===== config.mk =====
export PLATFORM = sky130hd
export DESIGN_NAME = matmul_sequencer
export DESIGN_NICKNAME = d
export VERILOG_FILES = /design/src/rtl/matrix_pkg.sv /design/src/rtl/matmul_mac.sv /design/src/rtl/matmul_sequencer.sv
export SDC_FILE = /design/constraint.sdc
export NUM_CORES = 1
export LEC_CHECK = 0
export ABC_AREA = 1
export ABC_CLOCK_PERIOD_IN_PS = 7800
export CAP_MARGIN = 25
export CORE_MARGIN = 5
export CORE_UTILIZATION = 40
export DETAILED_ROUTE_END_ITERATION = 12
export GPL_ROUTABILITY_DRIVEN = 0
export HOLD_SLACK_MARGIN = 0.05
export PLACE_DENSITY = 0.69
export SLEW_MARGIN = 20
export SYNTH_ARGS = -nofsm -noshare
export SYNTH_HDL_FRONTEND = slang
export SYNTH_SLANG_ARGS = --single-unit

===== constraint.sdc =====
create_clock -name CLK -period 7.8 [get_ports CLK]
set_clock_uncertainty 0.1 [all_clocks]
set_input_delay 1.56 -clock CLK [delete_from_list [all_inputs] [get_ports CLK]]
set_output_delay 1.56 -clock CLK [all_outputs]
set_load 0.02 [all_outputs]

===== src/rtl/matrix_pkg.sv =====
// rtl/matrix_pkg.sv - shared matrix chip parameters, sequencer states and address helper
package matrix_pkg;

  localparam int DATA_W  = 4;
  localparam int MAX_DIM = 4;
  localparam int DIM_W   = 3;
  localparam int ADDR_W  = 4;
  localparam int ACC_W   = 2*DATA_W + $clog2(MAX_DIM) + 1;

  typedef enum logic [2:0] {
    S_IDLE,
    S_CHECK,
    S_MAC,
    S_DRAIN,
    S_WRITE,
    S_DONE,
    S_ERR
  } seq_state_t;

  // Row-major element address with a fixed MAX_DIM stride, shared with loader and storage
  function automatic logic [ADDR_W-1:0] idx(input logic [DIM_W-1:0] row,
                                            input logic [DIM_W-1:0] col);
    return ADDR_W'(row) * ADDR_W'(MAX_DIM) + ADDR_W'(col);
  endfunction

endpackage


===== src/rtl/matmul_mac.sv =====
// rtl/matmul_mac.sv - registered unsigned multiply-accumulate for one C element
module matmul_mac
  import matrix_pkg::*;
(
  input  logic              clk,
  input  logic              rst,
  input  logic              clr,
  input  logic              en,
  input  logic [DATA_W-1:0] a,
  input  logic [DATA_W-1:0] b,
  output logic [ACC_W-1:0]  acc
);

  logic [ACC_W-1:0] acc_q;
  logic [ACC_W-1:0] acc_d;

  always_comb begin
    acc_d = acc_q;
    if (clr) begin
      acc_d = '0;
    end else if (en) begin
      acc_d = acc_q + ACC_W'(a) * ACC_W'(b);
    end
  end

  always_ff @(posedge clk) begin
    if (rst) begin
      acc_q <= '0;
    end else begin
      acc_q <= acc_d;
    end
  end

  assign acc = acc_q;

endmodule


===== src/rtl/matmul_sequencer.sv =====
// rtl/matmul_sequencer.sv - sequences C = A x B: dim check, i/j/k walk, paired reads, result writes
module matmul_sequencer
  import matrix_pkg::*;
(
  input  logic              CLK,
  input  logic              RST,
  input  logic              start,
  input  logic [DIM_W-1:0]  r1,
  input  logic [DIM_W-1:0]  c1,
  input  logic [DIM_W-1:0]  r2,
  input  logic [DIM_W-1:0]  c2,
  output logic              rd_en,
  output logic [ADDR_W-1:0] a_addr,
  output logic [ADDR_W-1:0] b_addr,
  input  logic [DATA_W-1:0] a_data,
  input  logic [DATA_W-1:0] b_data,
  output logic              res_we,
  output logic [ADDR_W-1:0] res_addr,
  output logic [ACC_W-1:0]  res_data,
  output logic              busy,
  output logic              done,
  output logic              err
);

  localparam logic [DIM_W-1:0] MAX_D = DIM_W'(MAX_DIM);
  localparam logic [DIM_W-1:0] ONE   = DIM_W'(1);
  localparam logic [DIM_W-1:0] ZERO  = '0;

  seq_state_t        state_q;
  logic [DIM_W-1:0]  r1_q, c1_q, r2_q, c2_q;
  logic [DIM_W-1:0]  i_q, j_q, k_q;
  logic              rd_en_q, rd_prev_q, res_we_q, busy_q, done_q, err_q;
  logic [ADDR_W-1:0] a_addr_q, b_addr_q, res_addr_q;
  logic [ACC_W-1:0]  acc;
  logic              dims_bad;
  logic              mac_clr;

  assign dims_bad = (r1_q == ZERO) || (c1_q == ZERO) || (r2_q == ZERO) || (c2_q == ZERO) ||
                    (r1_q > MAX_D) || (c1_q > MAX_D) || (r2_q > MAX_D) || (c2_q > MAX_D) ||
                    (c1_q != r2_q);

  // Accumulator starts clean for the first element and after every write-out
  assign mac_clr = (state_q == S_CHECK) || (state_q == S_WRITE);

  matmul_mac u_mac (
    .clk (CLK),
    .rst (RST),
    .clr (mac_clr),
    .en  (rd_prev_q),
    .a   (a_data),
    .b   (b_data),
    .acc (acc)
  );

  always_ff @(posedge CLK) begin
    if (RST) begin
      state_q    <= S_IDLE;
      r1_q       <= '0;
      c1_q       <= '0;
      r2_q       <= '0;
      c2_q       <= '0;
      i_q        <= '0;
      j_q        <= '0;
      k_q        <= '0;
      rd_en_q    <= 1'b0;
      rd_prev_q  <= 1'b0;
      res_we_q   <= 1'b0;
      busy_q     <= 1'b0;
      done_q     <= 1'b0;
      err_q      <= 1'b0;
      a_addr_q   <= '0;
      b_addr_q   <= '0;
      res_addr_q <= '0;
    end else begin
      // Strobes and addresses are one-cycle unless the next state re-asserts them
      rd_en_q    <= 1'b0;
      res_we_q   <= 1'b0;
      done_q     <= 1'b0;
      a_addr_q   <= '0;
      b_addr_q   <= '0;
      res_addr_q <= '0;
      rd_prev_q  <= rd_en_q;
      case (state_q)
        S_IDLE: begin
          if (start) begin
            r1_q    <= r1;
            c1_q    <= c1;
            r2_q    <= r2;
            c2_q    <= c2;
            err_q   <= 1'b0;
            busy_q  <= 1'b1;
            state_q <= S_CHECK;
          end
        end
        S_CHECK: begin
          if (dims_bad) begin
            err_q   <= 1'b1;
            done_q  <= 1'b1;
            state_q <= S_ERR;
          end else begin
            i_q     <= '0;
            j_q     <= '0;
            k_q     <= '0;
            rd_en_q <= 1'b1;
            state_q <= S_MAC;
          end
        end
        S_MAC: begin
          if (k_q == c1_q - ONE) begin
            state_q <= S_DRAIN;
          end else begin
            k_q      <= k_q + ONE;
            rd_en_q  <= 1'b1;
            a_addr_q <= idx(i_q, k_q + ONE);
            b_addr_q <= idx(k_q + ONE, j_q);
          end
        end
        S_DRAIN: begin
          res_we_q   <= 1'b1;
          res_addr_q <= idx(i_q, j_q);
          state_q    <= S_WRITE;
        end
        S_WRITE: begin
          k_q <= '0;
          if (j_q < c2_q - ONE) begin
            j_q      <= j_q + ONE;
            rd_en_q  <= 1'b1;
            a_addr_q <= idx(i_q, ZERO);
            b_addr_q <= idx(ZERO, j_q + ONE);
            state_q  <= S_MAC;
          end else if (i_q < r1_q - ONE) begin
            i_q      <= i_q + ONE;
            j_q      <= '0;
            rd_en_q  <= 1'b1;
            a_addr_q <= idx(i_q + ONE, ZERO);
            state_q  <= S_MAC;
          end else begin
            done_q  <= 1'b1;
            state_q <= S_DONE;
          end
        end
        S_DONE, S_ERR: begin
          busy_q  <= 1'b0;
          state_q <= S_IDLE;
        end
        default: state_q <= S_IDLE;
      endcase
    end
  end

  assign rd_en    = rd_en_q;
  assign a_addr   = a_addr_q;
  assign b_addr   = b_addr_q;
  assign res_we   = res_we_q;
  assign res_addr = res_addr_q;
  assign res_data = res_we_q ? acc : '0;
  assign busy     = busy_q;
  assign done     = done_q;
  assign err      = err_q;

endmodule


Word-level counts from Yosys, hierarchy flattened
Index checks and enable logic that the tools add are counted.
{"block": "word_totals", "output_inout_bits": 28, "latchBits": 0, "word_cells": 118, "n_memories": 0, "ff_bits": 53, "ram_bits": 0, "mem_bits_ro": 0}
{"block": "op_classes", "div": 0, "bitwise_logic": 1, "n_shift": 0, "mul": 1, "n_lt_le_gt_ge": 6, "n_eq_ne": 16, "mux": 38, "n_reduce_logical": 28, "n_addsub": 10}
{"op": "3-bit 2-to-1 mux", "count": 12}
{"op": "4-bit 2-to-1 mux", "count": 4}
{"op": "4-bit case mux with 2 select lines", "count": 2}
{"op": "3-bit logical NOT", "count": 5}
{"op": "3-bit case mux with 5 select lines", "count": 1}
{"op": "4-bit by 3-bit adder with 4-bit output", "count": 3}
{"op": "3-bit greater-than comparator (second input constant)", "count": 4}
{"op": "2-bit != test (second input constant)", "count": 6}
{"op": "3-bit case mux with 2 select lines", "count": 2}
{"op": "11-bit by 8-bit adder with 11-bit output", "count": 1}
{"op": "1-bit 2-to-1 mux", "count": 11}
{"op": "11-bit 2-to-1 mux", "count": 1}
{"op": "3-bit by 1-bit adder with 3-bit output (second input constant)", "count": 3}
{"op": "3-bit equality test (second input constant)", "count": 3}
{"op": "1-bit logical OR", "count": 9}
{"op": "3-bit case mux with 3 select lines", "count": 1}
{"op": "3-bit AND reduction", "count": 3}
{"op": "3-bit by 1-bit subtractor with 3-bit output (second input constant)", "count": 3}
{"op": "4-bit by 4-bit multiplier with 8-bit output", "count": 1}
{"op": "3-bit by 2-bit equality test with 1-bit output (second input constant)", "count": 2}
{"op": "3-bit < comparator", "count": 2}
{"op": "1-bit case mux with 2 select lines", "count": 3}
{"op": "2-bit AND reduction", "count": 3}
{"op": "2-bit nonzero test", "count": 3}
{"op": "10 further kinds", "count": 12}

Longest topological paths before layout
{"block": "logic_depth", "ltp_word": 11, "mapped_depth": 17}

By module
Synthesis repeated with hierarchy kept, for this count alone.
{"block": "hier_totals", "hier_cells": 485, "hier_area_um2": 3464.6}
{"mod": "matmul_sequencer", "area_each_um2": 2203.4, "instances": 1, "cells_each": 297, "seq_area_each_um2": 840.8}
{"mod": "matmul_mac", "area_each_um2": 1261.2, "instances": 1, "cells_each": 188, "seq_area_each_um2": 220.2}

Worst setup path before layout
Ideal clock, no wire load.
{"block": "synth_path", "kind": "input to register", "start": "in a_data[0]", "end": "reg u_mac.acc_q[10] (netlist: u_mac.acc[10])", "t_arrival_ns": 4.139, "slack_ns": 3.446, "setup_ns": 0.115, "cell_stages": 14, "cell_sequence": "nand2_1 fa_1 fa_1 fa_1 inv_1 ha_1 a21oi_1 nand2_1 nand2_1 nand2_1 nand2_1 nand2_1 a21oi_1 nor2_1"}
{"block": "synth_between", "elab_chain_len": 2}
{"item": "start: declaration", "line": "matmul_sequencer.sv:15", "text": "input logic [DATA_W-1:0] a_data,"}
{"item": "4-bit by 4-bit multiplier with 8-bit output", "line": "matmul_mac.sv:22", "text": "acc_d = acc_q + ACC_W'(a) * ACC_W'(b);"}
{"item": "11-bit by 8-bit adder with 11-bit output", "line": "matmul_mac.sv:22"}
{"item": "end signal: assignment", "line": "matmul_mac.sv:28", "text": "acc_q <= '0;"}
{"item": "end signal: assignment", "line": "matmul_mac.sv:30", "text": "acc_q <= acc_d;"}
{"item": "end: declaration", "line": "matmul_mac.sv:14", "text": "logic [ACC_W-1:0] acc_q;"}
No other way between the ends.
A chain may end at the register's enable or synchronous reset.

Worst setup path after layout
Ends and elaborated chain as after synthesis.

==> reports/summary.json <==
{
  "timing.critical_path.to_type": "register",
  "max_cap_viol_count": 0,
  "antenna_left": 0,
  "ys_flop_type": "sky130_fd_sc_hd__dfxtp_1",
  "grt_pass1_wl_mm": 12.3,
  "min_to": "rd_prev_q$_SDFF_PP0_",
  "nNetsFinal": 589,
  "numCtsBuffers": 5,
  "r2r_end": "u_mac.acc[10]$_SDFFE_PP0P_",
  "sw_frac_of_total_pct": 41.6,
  "report.final.slew_viol_count": 0,
  "floorplan.die.width_um": 102,
  "r2r_setup_slack_ps": 5470,
  "fin_total_pwr_mw": 1.02,
  "netlist.top_cell.by_area": "sky130_fd_sc_hd__dfxtp_1",
  "clk_root_buffer_cell": "sky130_fd_sc_hd__clkbuf_8",
  "place.port_buffers": 50,
  "leakagePower_nw": 2.05,
  "routed-via-count": 2975,
  "worst_r2r_src": "u_mac.acc[3]$_SDFFE_PP0P_",
  "fp.dieArea_um2": 10300,
  "worst_hold_path_type": "register to register",
  "cts.hold.buffers_added": 0,
  "clk_pin_slew_worst_paths_ps": 100,
  "layout_min_cycle_time_ps": 4790,
  "arrival_time_at_the_worst_endpoint_ps": 4900,
  "post_route_cells_drive_above_1_share_pct": 5.53,
  "detail_route.first_pass.iterations": 4,
  "netlist_instances": 472,
  "synth_sequential_area_ratio_pct": 31.6,
  "yosysUniqueCellTypes": 31,
  "multi_input_comb_area_um2": 1890,
  "worst-endpoint-required_ps": 7910,
  "cts_htree_levels": 2,
  "pwr_density_cell_nw_per_um2": 249,
  "num_rows": 33,
  "clock_tree.buffer_depth": 2,
  "synthesis.nets": 538,
  "post_synth.cell_area_avg_um2": 7.12,
  "core-area_um2": 8220,
  "synthDominantCellAreaShare_pct": 31.6,
  "seq_area_um2": 1060,
  "timing.setup.tns_ps": 0,
  "tritoncts": "done",
  "wl_per_instance_um": 11.4,
  "gr_usage_total_pct": 14.7,
  "synth_commonest_cells": "sky130_fd_sc_hd__nand2_1 (111), sky130_fd_sc_hd__inv_1 (91), sky130_fd_sc_hd__dfxtp_1 (53)",
  "grt_start_max_net_pins": 25,
  "worstRegToRegCells": 12,
  "flow.area_growth_from_synthesis_pct": 21.6,
  "postCtsResizedCells": 0,
  "worstSetupStartpointType": "input port",
  "whs_path_depth": 2,
  "grt_overflow": 0,
  "post_synthesis_instance_area_um2": 3360,
  "rsz0062_at_grt": "false",
  "clock.fmax_mhz": 209,
  "post-dp-hpwl_mm": 5.75,
  "grt_antenna_before_repair": 0,
  "peakVddDrop_uv": 160,
  "num_antenna_cells": 0,
  "wl_mm": 7.19,
  "comb_power_share_pct": 45.2,
  "power_frac_seq_pct": 35.4,
  "drt_iter0_drc": 106,
  "hold_start": "rd_en$_SDFF_PP0_",
  "power_share_of_the_clock_group_pct": 19.4,
  "yosys_warnings": 0,
  "synth.most_common_cell": "sky130_fd_sc_hd__nand2_1",
  "report.final.setup_viol": 0,
  "postSynthRegisterBits": 53,
  "fp.dieH_um": 102,
  "cts_setup_buffers": 0,
  "status": "finished, final reports clean",
  "slew_headroom_pct": 58.1,
  "number_of_global_route_vias_before_repair": 2856,
  "share_of_synthesized_flip_flops_with_an_asynchronous_set_or_reset_pct": 0,
  "initial_core_util_pct": 40.9,
  "number_of_synthesized_flops_with_an_enable_pin": 0,
  "timing_worst_slew_pin_value_ps": 627,
  "min_period_over_period_pct": 61.4,
  "hold_viol_final": 0,
  "critPathMaxFanout": 5,
  "drcViolationCount": 0,
  "layout.filler_cells": 808,
  "p_sw_mw": 0.423,
  "synth_top_area_cells": "sky130_fd_sc_hd__dfxtp_1 (32%), sky130_fd_sc_hd__ha_1 (13%), sky130_fd_sc_hd__nand2_1 (12%)",
  "worstSkewPairLatency_ps": 310,
  "design.portCount": 51,
  "vias_per_cell": 4.73,
  "path_class": "input port to register",
  "count_of_clock_tree_sinks": 53,
  "intPower_mw": 0.593
}
==> worst max path at each step <==
stage          startpoint                          to  slack (ps)  depth (start not counted)
3_5_place_dp    a_data[0]  u_mac.acc[10]$_SDFFE_PP0P_        2700                         15
6_report        a_data[0]  u_mac.acc[10]$_SDFFE_PP0P_        3010                         15
4_1_cts         a_data[0]  u_mac.acc[10]$_SDFFE_PP0P_        3020                         15
3_3_place_gp    a_data[0]  u_mac.acc[10]$_SDFFE_PP0P_        2780                         15
5_1_grt         b_data[3]   u_mac.acc[8]$_SDFFE_PP0P_        2860                         16
2_1_floorplan   a_data[0]  u_mac.acc[10]$_SDFFE_PP0P_        3450                         14
==> per-stage QoR <==
stage	instance area, um^2	util (%)	setup WS, ps	hold WS (ps)	std cells
after detailed placement	3970	48.3	2700	342	621
after global placement	3970	48.3	2780	340	621
final	4090	49.7	3010	350	629
after global routing	4090	49.7	2860	367	629
after floorplan	3360	-	3450	344	472
after CTS	4090	49.7	3020	349	629
==> worst max-delay path, cell delays in order <==
cell and delay, ps:
sky130_fd_sc_hd__clkdlybuf4s50_1 530, sky130_fd_sc_hd__nand2_1 100, sky130_fd_sc_hd__fa_1 510, sky130_fd_sc_hd__fa_1 520, sky130_fd_sc_hd__fa_1 520, sky130_fd_sc_hd__inv_1 40, sky130_fd_sc_hd__ha_1 350, sky130_fd_sc_hd__a21oi_1 150
sky130_fd_sc_hd__nand2_1 120, sky130_fd_sc_hd__nand2_1 100, sky130_fd_sc_hd__nand2_1 70, sky130_fd_sc_hd__nand2_1 90, sky130_fd_sc_hd__nand2_1 70, sky130_fd_sc_hd__a21oi_1 120, sky130_fd_sc_hd__nor2_1 60
==> state kept, by name, summed over array words and instances, names as in the netlist, 3 cells and up <==
| register | flops |
|---|---|
| r1_q | 3 |
| r2_q | 3 |
| state_q | 3 |
| c1_q | 3 |
| res_addr | 4 |
| k_q | 3 |
| c2_q | 3 |
| a_addr | 4 |
| j_q | 3 |
| u_mac.acc | 11 |
| i_q | 3 |
| b_addr | 4 |
==> cells by family after synthesis <==
family | Yosys count | synth area share, %
xor+xnor | 14 | 3.65
fa+ha+maj | 43 | 18.0
flops | 53 | 31.6
buf+inv | 106 | 12.0
compound gates | 68 | 10.6
simple gates | 188 | 24.1
==> power by group through the flow <==
stage | Sequential (mW) | Combinational, mW | Clock (mW)
after floorplan | 0.364 | 0.348 | 0
after global placement | 0.364 | 0.447 | 0
after detailed placement | 0.365 | 0.461 | 0
after CTS | 0.359 | 0.464 | 0.203
after global routing | 0.366 | 0.530 | 0.215
final | 0.359 | 0.459 | 0.197
==> placed cells by master (no fill, tap or decap), types with 2 or more instances in the layout <==
master	synthesis	layout
sky130_fd_sc_hd__ha_1	34	34
sky130_fd_sc_hd__nand2_1	111	111
sky130_fd_sc_hd__o21ai_0	20	20
sky130_fd_sc_hd__nor2_4	3	3
sky130_fd_sc_hd__nor3_1	4	4
sky130_fd_sc_hd__inv_1	91	91
sky130_fd_sc_hd__a21oi_1	37	37
sky130_fd_sc_hd__o21ai_1	3	3
sky130_fd_sc_hd__fa_1	9	9
sky130_fd_sc_hd__xor2_1	6	6
sky130_fd_sc_hd__a211oi_1	2	2
sky130_fd_sc_hd__inv_2	8	8
sky130_fd_sc_hd__xnor2_1	8	8
sky130_fd_sc_hd__nand4_1	4	4
sky130_fd_sc_hd__nand3_1	24	24
sky130_fd_sc_hd__a31oi_1	2	2
sky130_fd_sc_hd__o211ai_1	2	2
sky130_fd_sc_hd__nand2_2	6	6
sky130_fd_sc_hd__nor2_1	30	30
sky130_fd_sc_hd__clkbuf_8	0	5
sky130_fd_sc_hd__clkdlybuf4s50_1	0	50
sky130_fd_sc_hd__dfxtp_1	53	53
==> per-layer routing <==
| layer | share of wire [%] | wire (um) | up-vias | global-route usage [%] |
|---|---|---|---|---|
| met5 | 0 | 0 | - | 0 |
| met4 | 1.5 | 111 | 0 | 4.50 |
| met3 | 4.9 | 355 | 10 | 3.24 |
| met2 | 49 | 3500 | 59 | 26.2 |
| met1 | 45 | 3220 | 1342 | 17.7 |
| li1 | - | - | 1564 | - |
==> layout make-up <==
cell class / instances / share of cell area [%]
multi-input combinational: 313 / 46.4
sequential: 53 / 26.0
timing repair buffer: 51 / 12.4
inverter: 99 / 9.10
tap: 105 / 3.22
clock buffer: 5 / 1.68
clock inverter: 3 / 1.23
Power figures use the tool's default switching activity.
